**config.mk**
```make
export PLATFORM = sky130hd
export DESIGN_NAME = adc_frame_uploader
export DESIGN_NICKNAME = d
export VERILOG_FILES = /design/src/rtl/adc_upload_pkg.sv /design/src/rtl/uart_tx_byte.sv /design/src/rtl/adc_frame_uploader.sv
export SDC_FILE = /design/constraint.sdc
export NUM_CORES = 1
export LEC_CHECK = 0
export ABC_AREA = 1
export CAP_MARGIN = 20
export CORE_MARGIN = 5
export CORE_UTILIZATION = 50
export DETAILED_ROUTE_END_ITERATION = 8
export PLACE_DENSITY = 0.65
export SYNTH_ARGS = -nofsm -noshare
export SYNTH_HDL_FRONTEND = slang
export SYNTH_SLANG_ARGS = --single-unit
```
**constraint.sdc**
```tcl
create_clock -name Clk -period 1.7 [get_ports Clk]
set_input_delay 0.17 -clock Clk [delete_from_list [all_inputs] [get_ports Clk]]
set_output_delay 0.17 -clock Clk [all_outputs]
set_load 0.01 [all_outputs]
```
**src/rtl/adc_upload_pkg.sv**
```systemverilog
// Shared definitions for the ADC frame uploader: FSM state encoding,
// frame sync bytes and the UART bit-period helper.
// ADC_UPLOAD_CKSUM_EN adds the checksum state to the encoding.
package adc_upload_pkg;

    typedef enum logic [2:0] {
        ST_IDLE,
        ST_HDR,
        ST_FETCH,
        ST_WAIT,
        ST_SEND,
        ST_REARM
`ifdef ADC_UPLOAD_CKSUM_EN
        , ST_CKSUM
`endif
    } state_t;

    localparam logic [7:0] SYNC0 = 8'hA5;
    localparam logic [7:0] SYNC1 = 8'h5A;

    // Clocks per UART bit, rounded down.
    function automatic int baud_div(input int clk_hz, input int baud);
        return clk_hz / baud;
    endfunction

endpackage

```
**src/rtl/uart_tx_byte.sv**
```systemverilog
// 8N1 UART byte transmitter, LSB first, DIV clocks per bit.
// tx_busy falls two clocks before the stop bit ends so that a registered
// tx_start from the caller lands exactly on the stop-bit boundary; the
// next start bit then follows with no extra idle time.
module uart_tx_byte #(
    parameter int DIV = 16
) (
    input  logic       Clk,
    input  logic       Reset_n,
    input  logic       tx_start,
    input  logic [7:0] tx_data,
    output logic       txd,
    output logic       tx_busy,
    output logic       tx_done
);

    localparam int             CW       = $clog2(DIV);
    localparam logic [CW-1:0]  CNT_LAST = CW'(DIV - 1);
    localparam logic [CW-1:0]  CNT_PRE  = CW'(DIV - 2);

    logic [CW-1:0] r_cnt;
    logic [3:0]    r_bit;
    logic [8:0]    r_sh;
    logic          r_busy;
    logic          r_txd;
    logic          r_done;

    logic          w_last_bit;
    logic          w_end;
    logic          w_load;

    assign w_last_bit = (r_bit == 4'd9);
    assign w_end      = r_busy && w_last_bit && (r_cnt == CNT_LAST);
    assign w_load     = tx_start && (!r_busy || w_end);

    assign tx_busy = r_busy && !(w_last_bit && (r_cnt >= CNT_PRE));
    assign txd     = r_txd;
    assign tx_done = r_done;

    // Bit timer and shifter: start bit, 8 data bits, stop bit.
    always_ff @(posedge Clk or negedge Reset_n) begin
        if (!Reset_n) begin
            r_cnt  <= '0;
            r_bit  <= 4'd0;
            r_sh   <= '1;
            r_busy <= 1'b0;
            r_txd  <= 1'b1;
            r_done <= 1'b0;
        end else begin
            r_done <= 1'b0;
            if (w_load) begin
                r_busy <= 1'b1;
                r_txd  <= 1'b0;
                r_cnt  <= '0;
                r_bit  <= 4'd0;
                r_sh   <= {1'b1, tx_data};
                r_done <= w_end;
            end else if (r_busy) begin
                if (r_cnt == CNT_LAST) begin
                    r_cnt <= '0;
                    if (w_last_bit) begin
                        r_busy <= 1'b0;
                        r_done <= 1'b1;
                    end else begin
                        r_txd <= r_sh[0];
                        r_sh  <= {1'b1, r_sh[8:1]};
                        r_bit <= r_bit + 4'd1;
                    end
                end else begin
                    r_cnt <= r_cnt + 1'b1;
                end
            end
        end
    end

endmodule

```
**src/rtl/adc_frame_uploader.sv**
```systemverilog
// Drains one channel's capture FIFO after cap_end and sends
// A5 5A CH_ID LEN_HI LEN_LO payload[FRAME_LEN] [CKSUM] over 8N1 UART,
// then re-arms the capture stage through cap_bg.
// Define ADC_UPLOAD_CKSUM_EN to append the 8-bit checksum byte.
// The next payload byte is fetched while the current one is on the wire,
// so consecutive bytes leave back to back.
module adc_frame_uploader
    import adc_upload_pkg::*;
#(
    parameter int         CLK_HZ    = 50_000_000,
    parameter int         BAUD      = 115_200,
    parameter logic [7:0] CH_ID     = 8'h00,
    parameter int         FRAME_LEN = 4096
) (
    input  logic       Clk,
    input  logic       Reset_n,
    input  logic       cap_end,
    input  logic       fifo_empty,
    input  logic [7:0] fifo_q,
    output logic       fifo_rdreq,
    output logic       cap_bg,
    output logic       uart_txd,
    output logic       busy,
    output logic       frame_done
);

    localparam int          DIV   = baud_div(CLK_HZ, BAUD);
    localparam logic [15:0] LEN16 = 16'(FRAME_LEN);

    state_t      r_state;
    logic [2:0]  r_hdr_idx;
    logic [15:0] r_payload_cnt;
    logic        r_tx_start;
    logic [7:0]  r_tx_data;
    logic [7:0]  r_byte;
    logic        r_rdreq;
    logic        r_cap_bg;
    logic        r_busy;
    logic        r_frame_done;
    logic        r_drained;
`ifdef ADC_UPLOAD_CKSUM_EN
    logic [7:0]  r_cksum;
`endif

    logic        w_tx_busy;
    logic        w_tx_done;
    logic        w_txd;
    logic        w_tx_ready;
    logic [7:0]  w_hdr_byte;
    logic [15:0] w_cnt_next;

    // A registered start is still in flight for one cycle after it is issued.
    assign w_tx_ready = !w_tx_busy && !r_tx_start;
    assign w_cnt_next = (r_payload_cnt < LEN16) ? (r_payload_cnt + 16'd1) : r_payload_cnt;

    // Header byte selected by position within the header.
    always_comb begin
        w_hdr_byte = 8'h00;
        case (r_hdr_idx)
            3'd0:    w_hdr_byte = SYNC0;
            3'd1:    w_hdr_byte = SYNC1;
            3'd2:    w_hdr_byte = CH_ID;
            3'd3:    w_hdr_byte = LEN16[15:8];
            3'd4:    w_hdr_byte = LEN16[7:0];
            default: w_hdr_byte = 8'h00;
        endcase
    end

    // Frame sequencer: header, payload fetch/send, optional checksum, re-arm.
    always_ff @(posedge Clk or negedge Reset_n) begin
        if (!Reset_n) begin
            r_state       <= ST_IDLE;
            r_hdr_idx     <= 3'd0;
            r_payload_cnt <= 16'd0;
            r_tx_start    <= 1'b0;
            r_tx_data     <= 8'h00;
            r_byte        <= 8'h00;
            r_rdreq       <= 1'b0;
            r_cap_bg      <= 1'b0;
            r_busy        <= 1'b0;
            r_frame_done  <= 1'b0;
            r_drained     <= 1'b0;
`ifdef ADC_UPLOAD_CKSUM_EN
            r_cksum       <= 8'h00;
`endif
        end else begin
            r_tx_start   <= 1'b0;
            r_rdreq      <= 1'b0;
            r_frame_done <= 1'b0;
            case (r_state)
                ST_IDLE: begin
                    if (cap_end) begin
                        r_busy    <= 1'b1;
                        r_hdr_idx <= 3'd0;
`ifdef ADC_UPLOAD_CKSUM_EN
                        r_cksum   <= 8'h00;
`endif
                        r_state   <= ST_HDR;
                    end
                end
                ST_HDR: begin
                    if (w_tx_ready) begin
                        r_tx_start <= 1'b1;
                        r_tx_data  <= w_hdr_byte;
`ifdef ADC_UPLOAD_CKSUM_EN
                        if (r_hdr_idx >= 3'd2) r_cksum <= r_cksum + w_hdr_byte;
`endif
                        if (r_hdr_idx == 3'd4) begin
                            r_payload_cnt <= 16'd0;
                            r_state       <= ST_FETCH;
                        end else begin
                            r_hdr_idx <= r_hdr_idx + 3'd1;
                        end
                    end
                end
                ST_FETCH: begin
                    if (!fifo_empty) begin
                        r_rdreq <= 1'b1;
                        r_state <= ST_WAIT;
                    end else begin
                        r_byte  <= 8'h00;
                        r_state <= ST_SEND;
                    end
                end
                ST_WAIT: begin
                    // fifo_q is valid the cycle after the read pulse.
                    if (!r_rdreq) begin
                        r_byte  <= fifo_q;
                        r_state <= ST_SEND;
                    end
                end
                ST_SEND: begin
                    if (w_tx_ready) begin
                        r_tx_start    <= 1'b1;
                        r_tx_data     <= r_byte;
                        r_payload_cnt <= w_cnt_next;
`ifdef ADC_UPLOAD_CKSUM_EN
                        r_cksum       <= r_cksum + r_byte;
`endif
                        if (w_cnt_next < LEN16) begin
                            r_state <= ST_FETCH;
                        end else begin
`ifdef ADC_UPLOAD_CKSUM_EN
                            r_state <= ST_CKSUM;
`else
                            r_state <= ST_REARM;
`endif
                        end
                    end
                end
`ifdef ADC_UPLOAD_CKSUM_EN
                ST_CKSUM: begin
                    if (w_tx_ready) begin
                        r_tx_start <= 1'b1;
                        r_tx_data  <= r_cksum;
                        r_state    <= ST_REARM;
                    end
                end
`endif
                ST_REARM: begin
                    if (!r_drained) begin
                        // Only the byte with no follower ends with the line idle.
                        if (w_tx_done && !w_tx_busy) begin
                            r_frame_done <= 1'b1;
                            r_cap_bg     <= 1'b1;
                            r_drained    <= 1'b1;
                        end
                    end else if (!cap_end) begin
                        r_cap_bg  <= 1'b0;
                        r_busy    <= 1'b0;
                        r_drained <= 1'b0;
                        r_state   <= ST_IDLE;
                    end
                end
                default: r_state <= ST_IDLE;
            endcase
        end
    end

    uart_tx_byte #(
        .DIV(DIV)
    ) u_tx (
        .Clk     (Clk),
        .Reset_n (Reset_n),
        .tx_start(r_tx_start),
        .tx_data (r_tx_data),
        .txd     (w_txd),
        .tx_busy (w_tx_busy),
        .tx_done (w_tx_done)
    );

    assign fifo_rdreq = r_rdreq;
    assign cap_bg     = r_cap_bg;
    assign uart_txd   = w_txd;
    assign busy       = r_busy;
    assign frame_done = r_frame_done;

endmodule

```
Word level (Yosys, flattened, before mapping):

Index checks and enable logic that the tools add are counted.

* bits of input ports: 12
* flip-flop bits (word level): 69
* output and inout port bits: 5
* logic and storage cells: 139

* order comparisons: 3
* eq/ne operators: 21
* add/sub/neg operators: 4
* reduce and logical (&&, ||, !) cells: 30
* muxes and demuxes: 64

Operators by type and width (count)
* $mux W16: 4
* $mux W9: 7
* $mux W3: 12
* $lt A16 B13 Y1 const B: 2
* $mux W8: 4
* $pmux W16 S2: 1
* $pmux W8 S2: 2
* $mux W1: 26
* $pmux W8 S3: 1
* $ne A2 B2 Y1 const B: 11
* $pmux W3 S6: 1
* $add A16 B1 Y16 const B: 1
* $mux W4: 4
* $reduce_bool A2 Y1: 7
* $reduce_and A3 Y1: 4
* $reduce_and A4 Y1: 3
* $add A9 B1 Y9 const B: 1
* $eq A3 B2 Y1 const B: 3
* $eq A3 B3 Y1 const B: 3
* $eq A9 B9 Y1 const B: 1
* $ge A9 B9 Y1 const B: 1
* $logic_and A1 B1 Y1: 7
* $reduce_and A7 Y1: 1
* $eq A3 B1 Y1 const B: 2
* other kinds (9): 13

Longest topological paths before layout:

Gate-level depths: netlist of the first run.

* word-level depth: 9
* mapped depth: 12
* mapped depth without buffers: 12

By module:

Synthesis of the first run repeated with hierarchy kept, for this count alone.

* cell total of the unflattened synthesis: 473
* area, all modules: 3722.3 um^2

By module, submodules not included
* adc_frame_uploader: times used 1, area an instance 2316.0 um^2, sequential area each 1101.1 um^2, cells each 306
* uart_tx_byte: times used 1, area an instance 1406.3 um^2, sequential area each 611.8 um^2, cells each 167

Worst setup path before layout of the first run:

OpenSTA, ideal clock, no wires.

* path type: register -> register
* from: register u_tx.r_bit[1]
* to: register r_hdr_idx[0]
* data required time: 1.574 ns
* period minus slack after synthesis: 1.527 ns
* path slack: 0.173 ns
* buffers on the path: 0
* setup time: 0.126 ns
* stages on the path, launching flop included: 12
* arrival time: 1.401 ns
* cells stage by stage: dfrtp_1 inv_1 ha_1 nand2_1 nor2_2 nand3_1 nand2_2 nand2_4 nand2_1 nand3_1 nand2_1 o21ai_0

* cells in the longest elaborated chain, start to end: 8

Ends and longest elaborated chain
* start: declaration: line uart_tx_byte.sv:22 `logic [3:0] r_bit;`
* start signal: assignment: line uart_tx_byte.sv:67 `r_bit <= r_bit + 4'd1;`
* $eq A4 B4 Y1: line uart_tx_byte.sv:32 `assign w_last_bit = (r_bit == 4'd9);`
* $logic_and A1 B1 Y1: line uart_tx_byte.sv:36 `assign tx_busy = r_busy && !(w_last_bit && (r_cnt >= CNT_PRE));`
* $logic_not A1 Y1: line uart_tx_byte.sv:36
* $logic_and A1 B1 Y1: line uart_tx_byte.sv:36
* $logic_not A1 Y1: line adc_frame_uploader.sv:53 `assign w_tx_ready = !w_tx_busy && !r_tx_start;`
* $logic_and A1 B1 Y1: line adc_frame_uploader.sv:53
* $ne A2 B2 Y1 (no line)
* $reduce_and A4 Y1 (no line)
* end signal: assignment: line adc_frame_uploader.sv:112 `r_hdr_idx <= r_hdr_idx + 3'd1;`
* end: declaration: line adc_frame_uploader.sv:31 `logic [2:0] r_hdr_idx;`

No other way between the ends.
A chain may end at the register's enable or synchronous reset.

Final worst setup path of the first run:

* from: register u_tx.r_cnt[1]
* to: register u_tx.r_sh[6]

* cells in the longest elaborated chain, start to end: 6
* elaborated cells on any way between the ends: 9
* classes of those cells: 2 x eq/ne; 1 x mux; 6 x reduce/logical

Ends and longest elaborated chain
* start: declaration: line uart_tx_byte.sv:21 `logic [CW-1:0] r_cnt;`
* start signal: assignment: line uart_tx_byte.sv:70 `r_cnt <= r_cnt + 1'b1;`
* $eq A9 B9 Y1 *: line uart_tx_byte.sv:33, uart_tx_byte.sv:59
* $logic_and A1 B1 Y1: line uart_tx_byte.sv:33 `assign w_end = r_busy && w_last_bit && (r_cnt == CNT_LAST);`
* $logic_or A1 B1 Y1: line uart_tx_byte.sv:34 `assign w_load = tx_start && (!r_busy || w_end);`
* $logic_and A1 B1 Y1: line uart_tx_byte.sv:34
* $ne A2 B2 Y1 (no line) / $reduce_bool A2 Y1 (equally long branches)
* $reduce_and A3 Y1 (no line)
* end signal: assignment: line uart_tx_byte.sv:56 `r_sh <= {1'b1, tx_data};`
* end signal: assignment: line uart_tx_byte.sv:66 `r_sh <= {1'b1, r_sh[8:1]};`
* end: declaration: line uart_tx_byte.sv:23 `logic [8:0] r_sh;`

Mark *: on every way between the ends. The rest lies on a longest branch, timed or not.

==> flow_summary.yaml, run 1 <==
synth:
  synth_seq_cells: 68
  post_synth.cell_area_avg_um2: 7.87
  synth_nets: 499
  synth_cell_types: 35
  synthSimpleGateAreaFrac: 0.328
  synth_compound_area_frac: 0.0700
  synth_top_family_by_area: "simple AND/OR/NAND/NOR gates"
  synthXorXnorAreaFrac: 0.0187
  synth.cell_area_um2: 3750
  muxShareOfSynthArea: 0
  syn_inst: 477
  synthAdderAreaFrac: 0.0333
  ys_seq_area_frac: 0.456
  yosys_warnings: 0
cells_and_area:
  layout_commonest_cell: "nand2_1"
  final_core_util: 0.649
  fin_area_um2: 4730
  multiInputGateArea_um2: 1870
  nets: 553
  final-instance-count-excl-fill: 635
  drive_gt1_frac: 0.226
  area_growth_pct: 26.1
  mostFrequentLayoutCells: "122 x nand2_1, 64 x inv_1, 57 x dfrtp_1, 42 x nand3_1, 37 x nor2_1"
  seq_area_um2: 1720
  n_fill_cell: 643
  diodes: 0
cts:
  cts_root_buf: "clkbuf_8"
  cts.clk_slew.worst_paths_ns: 0.08
  clkLatencyLatePin_ns: 0.34
  cts.sinks: 68
  numCtsBuffers: 9
  htreeDepth: 3
  cts_max_path_buffers: 2
  cts_tree: "yes"
global_route:
  grt_max_degree: 69
  grt_overflow_total: 0
  grt_pass1_wl_um: 14000
  grt_use_total: 0.179
  grt_antenna_before_repair: 0
  first_global_vias: 3159
critical_path:
  crit_path_end_kind: "flip-flop"
  cp.arrival_ns: 1.96
  cp_max_fo: 8
  start_kind: "flip-flop"
  ff2ff_setup_slack_ns: 0.01
  r2r_cells: 11
  rr_endpoint: "u_tx.r_sh[6]$_DFFE_PN1P_"
  required_ns: 1.98
  worstSetupPathType: "flip-flop to flip-flop"
  r2r_start: "u_tx.r_cnt[1]$_DFFE_PN0P_"
floorplanning:
  fp-row-count: 31
  die-area_um2: 9340
  die_w_um: 96.7
  core_area_um2: 7290
  die_h_um: 96.7
  io_pins: 17
  initial_utilization: 0.515
timing:
  hold_viol: 0
  max_freq_mhz: 593
  maxSlewHeadroom: 0.753
  rsz0062_at_grt: "true"
  fin_setup_tns_ns: 0
  fin_ws_ns: 0.0135
  worst_hold_slack_ns: 0.377
  fin_crit_sh: 0.992
  setup_viol: 0
  report.final.slew_viol_count: 0
  layout_min_cycle_time_ns: 1.69
  clock_skew_ns: 0.0123
  tightestPinTransition_ns: 0.370
place:
  dp_slack_ns: -0.00321
  hpwl_um: 5610
  place_area_um2: 4170
  dp.cells: 605
  gp_congestion: 0.823
  place.port_buffers: 16
detailed_routing:
  drc: 0
  ant_nets: 0
  wl_per_cell_um: 13.3
  drt_first_pass_iters: 4
  finalWirelength_um: 8470
  vias_per_cell: 5.09
  vias: 3229
  drt_iter0_drc: 132
power_and_ir_drop:
  power.density_nw_per_um2: 1360
  p_leak_nw: 2.32
  power_mw: 6.45
  vdd.ir_drop.worst_v: 0.000849
run:
  drv_cap: 0
outcome:
  status: "complete, no violations"
min_path:
  hold_path.class: "input port to async pin"
[timing repair]
| item | 4_1_cts | 5_1_grt |
|---|---|---|
| cloned | 0 | 3 |
| resized for setup | 0 | 59 |
| setup buffers | 1 | 9 |
| hold buffers | 1 | 0 |
| endpoints found under the setup margin | 5 | 50 |
| hold endpoints to repair | 59 | 0 |
| pin swaps | 1 | 18 |
[worst max-delay path, cell delays in order, from the launching register on]
cell and delay, ns:
dfrtp_1 0.42, inv_2 0.09, ha_4 0.13, inv_2 0.04, nor2_4 0.10, nand4_1 0.19
nor2_4 0.22, buf_12 0.16, buf_4 0.11, nand2_1 0.04, nand3_1 0.07, o21ai_1 0.06
[worst max-delay path by stage]
stage / from / endpoint
after CTS: u_tx.r_cnt[1]$_DFFE_PN0P_ / u_tx.r_sh[1]$_DFFE_PN1P_
after global routing: u_tx.r_cnt[1]$_DFFE_PN0P_ / u_tx.r_bit[3]$_DFFE_PN0P_
after global placement: u_tx.r_cnt[1]$_DFFE_PN0P_ / u_tx.r_bit[2]$_DFFE_PN0P_
after floorplan: u_tx.r_bit[1]$_DFFE_PN0P_ / r_hdr_idx[0]$_DFFE_PN0P_
after detailed placement: u_tx.r_cnt[1]$_DFFE_PN0P_ / u_tx.r_bit[2]$_DFFE_PN0P_
final: u_tx.r_cnt[1]$_DFFE_PN0P_ / u_tx.r_sh[6]$_DFFE_PN1P_
[kinds of logic (layout without fill, tap and decap cells)]
logic type,after synthesis,after routing
compound gates,48,48
xor+xnor,8,8
fa+ha+maj,10,10
buf+inv,83,141
flops,68,68
simple gates,260,261
[report_power, final]
group | switching (mW) | internal (mW)
combinational | 1.53 | 0.991
sequential | 0.294 | 2.09
clock | 0.669 | 0.879
total | 2.49 | 3.96
[registers in the layout (all words and copies together) (netlist names)]
name and flops:
u_tx.r_sh 8, frame_done 1, busy 1, r_hdr_idx 3
r_state 3, u_tx.r_busy 1, r_tx_data 8, u_tx.tx_done 1
r_tx_start 1, r_byte 8, fifo_rdreq 1, r_payload_cnt 16
u_tx.txd 1, u_tx.r_cnt 9, cap_bg 1, u_tx.r_bit 4
r_drained 1
[final cells by class]
cell class	instances	area share
inverters	74	0.0603
well taps	99	0.0262
multi-input cells	327	0.394
clock inverters	6	0.0201
clock buffers	10	0.0291
repair buffers	51	0.108
flip-flops and latches	68	0.362
[per-layer routing]
metal,GRT usage,vias up,share of wire
li1,-,1629,-
met1,0.230,1527,0.45
met2,0.297,56,0.50
met3,0.0324,17,0.026
met4,0.0745,0,0.018
met5,0,-,0
[synth_stat cells, drive strengths merged]
cell    number  area share
xnor2        1      0.0023
nand3       48       0.065
clkinv       1      0.0010
nand4       15       0.031
ha          10       0.033
nand2      139        0.15
and3         1      0.0017
o21ai       32       0.043
buf          9       0.020
o21bai       1      0.0020
nand3b       1      0.0020
inv         73       0.073
dfstp        9       0.063
nor3         6       0.014
xor2         7       0.016
nor2        48       0.062
o211ai       7       0.014
or2          1      0.0017
nor4         1      0.0033
a21oi        7      0.0093
o21a         1      0.0020
dfrtp       59        0.39
No activity file was read; power rests on OpenSTA's default activity.
==> run 2: changes to the inputs <==
--- a/config.mk
+++ b/config.mk
@@ -10,7 +10,8 @@
 export CORE_MARGIN = 5
 export CORE_UTILIZATION = 50
 export DETAILED_ROUTE_END_ITERATION = 8
-export PLACE_DENSITY = 0.65
+export GPL_TIMING_DRIVEN = 0
+export PLACE_DENSITY = 0.73
 export SYNTH_ARGS = -nofsm -noshare
 export SYNTH_HDL_FRONTEND = slang
 export SYNTH_SLANG_ARGS = --single-unit
==> flow_summary.yaml, run 2 (synthesized netlist as in run 1, its figures left out) <==
outcome:
  status: "complete, no violations"
min_path:
  hold_path.class: "input port to flip-flop"
  hold_path_depth: 3
global_route:
  grt_antenna_before_repair: 0
  grt_use_total: 0.173
  grt_pass1_wl_um: 13600
  grt_max_degree: 69
  grt_overflow_total: 0
  first_global_vias: 3075
cells_and_area:
  n_fill_cell: 660
  nets: 545
  largest_register: "r_payload_cnt"
  largest_reg_flops: 16
  final-instance-count-excl-fill: 627
  layout_commonest_cell: "nand2_1"
  diodes: 0
  mostFrequentLayoutCells: "125 x nand2_1, 64 x inv_1, 58 x dfrtp_1, 43 x nand3_1, 35 x nor2_1"
  area_growth_pct: 22.3
  drive_gt1_frac: 0.203
  largest_registers: "r_payload_cnt (16), u_tx.r_cnt (9)"
timing:
  clock_skew_ns: 0.00953
  fin_crit_sh: 0.983
  setup_viol: 0
  rsz0062_at_grt: "true"
  max_freq_mhz: 599
  layout_min_cycle_time_ns: 1.67
  report.final.slew_viol_count: 0
  tightestPinTransition_ns: 0.854
  hold_viol: 0
  maxSlewHeadroom: 0.431
critical_path:
  cp_max_fo: 5
  ff2ff_setup_slack_ns: 0.03
  worstSetupPathType: "flip-flop to flip-flop"
  crit_path_end_kind: "flip-flop"
  start_kind: "flip-flop"
  required_ns: 1.95
  cp.arrival_ns: 1.92
  r2r_cells: 10
cts:
  clkLatencyLatePin_ns: 0.35
  cts.sinks: 68
  cts.clk_slew.worst_paths_ns: 0.08
  htreeDepth: 3
  cts_max_path_buffers: 2
  cts_tree: "yes"
  cts_root_buf: "clkbuf_8"
  numCtsBuffers: 9
floorplanning:
  core_area_um2: 7290
  die_h_um: 96.7
  die_w_um: 96.7
  initial_utilization: 0.515
  fp-row-count: 31
  die-area_um2: 9340
  io_pins: 17
detailed_routing:
  wl_per_cell_um: 12.4
  drc: 0
  vias: 3145
  drt_iter0_drc: 110
  ant_nets: 0
  vias_per_cell: 5.02
  drt_first_pass_iters: 4
  finalWirelength_um: 7790
power_and_ir_drop:
  power.density_nw_per_um2: 1330
  vdd.ir_drop.worst_v: 0.000661
  p_leak_nw: 2.22
  power_mw: 6.12
run:
  drv_cap: 0
place:
  hpwl_um: 5380
  gp_congestion: 0.831
  dp.cells: 592
  place.port_buffers: 16
==> run 2: changes by cell type in the layout (fill, tap and decap cells not counted), sizes merged <==
cell	previous run	this run
clkinvlp	0	1
buf	34	26
bufinv	2	1
nor2	48	49
nand4	16	15
clkinv	4	5
inv	74	73
==> run 2: where the power goes <==
group	internal (mW)	switching (mW)	total [mW]	leakage [nW]
logic	0.959	1.48	2.44	1.26
registers	2.09	0.283	2.37	0.865
clock network	0.677	0.633	1.31	0.0962
==> run 2: worst paths after layout <==
check / from / to
max in group asynchronous: Reset_n / u_tx.r_bit[0]$_DFFE_PN0P_
setup reg to reg: u_tx.r_cnt[1]$_DFFE_PN0P_ / u_tx.r_bit[3]$_DFFE_PN0P_
hold reg to reg: r_payload_cnt[13]$_DFFE_PN0P_ / r_payload_cnt[13]$_DFFE_PN0P_
setup / recovery: u_tx.r_cnt[1]$_DFFE_PN0P_ / u_tx.r_bit[3]$_DFFE_PN0P_
min in group asynchronous: Reset_n / u_tx.r_cnt[2]$_DFFE_PN0P_
hold / removal: fifo_q[6] / r_byte[6]$_DFFE_PN0P_
==> run 2: what timing repair did <==
action | CTS | global route
setup endpoints to repair | 34 | 52
gates cloned | 2 | 1
resized for setup | 12 | 45
hold buffers | 1 | 0
pin swaps | 4 | 9
buffers inserted | 5 | 10
hold endpoints to repair | 59 | 0
==> run 2: critical path, cell delays in order, from the launching register on <==
cell	delay (ns)
dfrtp_1	0.40
inv_2	0.09
ha_4	0.12
inv_2	0.04
nor2_4	0.08
nand4_1	0.22
nor2_4	0.27
buf_6	0.16
nand4_1	0.07
nand2_1	0.07
nor2_1	0.04
==> run 2: routing by layer <==
metal	share of wire	global-route usage	wire [um]
met5	0	0	0
met2	0.52	0.303	4060
met4	0.016	0.0572	126
met1	0.43	0.206	3340
met3	0.033	0.0468	256
==> run 2: area by class of cell <==
| type | instances | area, um^2 | share of cell area |
|---|---|---|---|
| Multi-Input combinational cell | 327 | 1870 | 0.408 |
| Sequential cell | 68 | 1710 | 0.373 |
| Timing Repair Buffer | 34 | 317 | 0.0689 |
| Inverter | 74 | 280 | 0.0610 |
| Clock buffer | 10 | 128 | 0.0278 |
| Tap cell | 99 | 124 | 0.0270 |
| Buffer | 9 | 91.3 | 0.0199 |
| Clock inverter | 6 | 65.1 | 0.0142 |
==> run 2: stage by stage <==
step	hold slack (ns)	setup slack, ns	area (um^2)	utilization	setup TNS [ns]
final	0.383	0.0292	4590	0.630	0
after global routing	0.371	-0.0435	4590	0.630	-0.549
after CTS	0.374	0.0000215	4330	0.594	0
after detailed placement	0.342	-0.0848	4040	0.554	-0.786
after global placement	0.453	-1.82	4040	0.554	-116.55
after floorplan	-0.126	0.173	3750	-	0
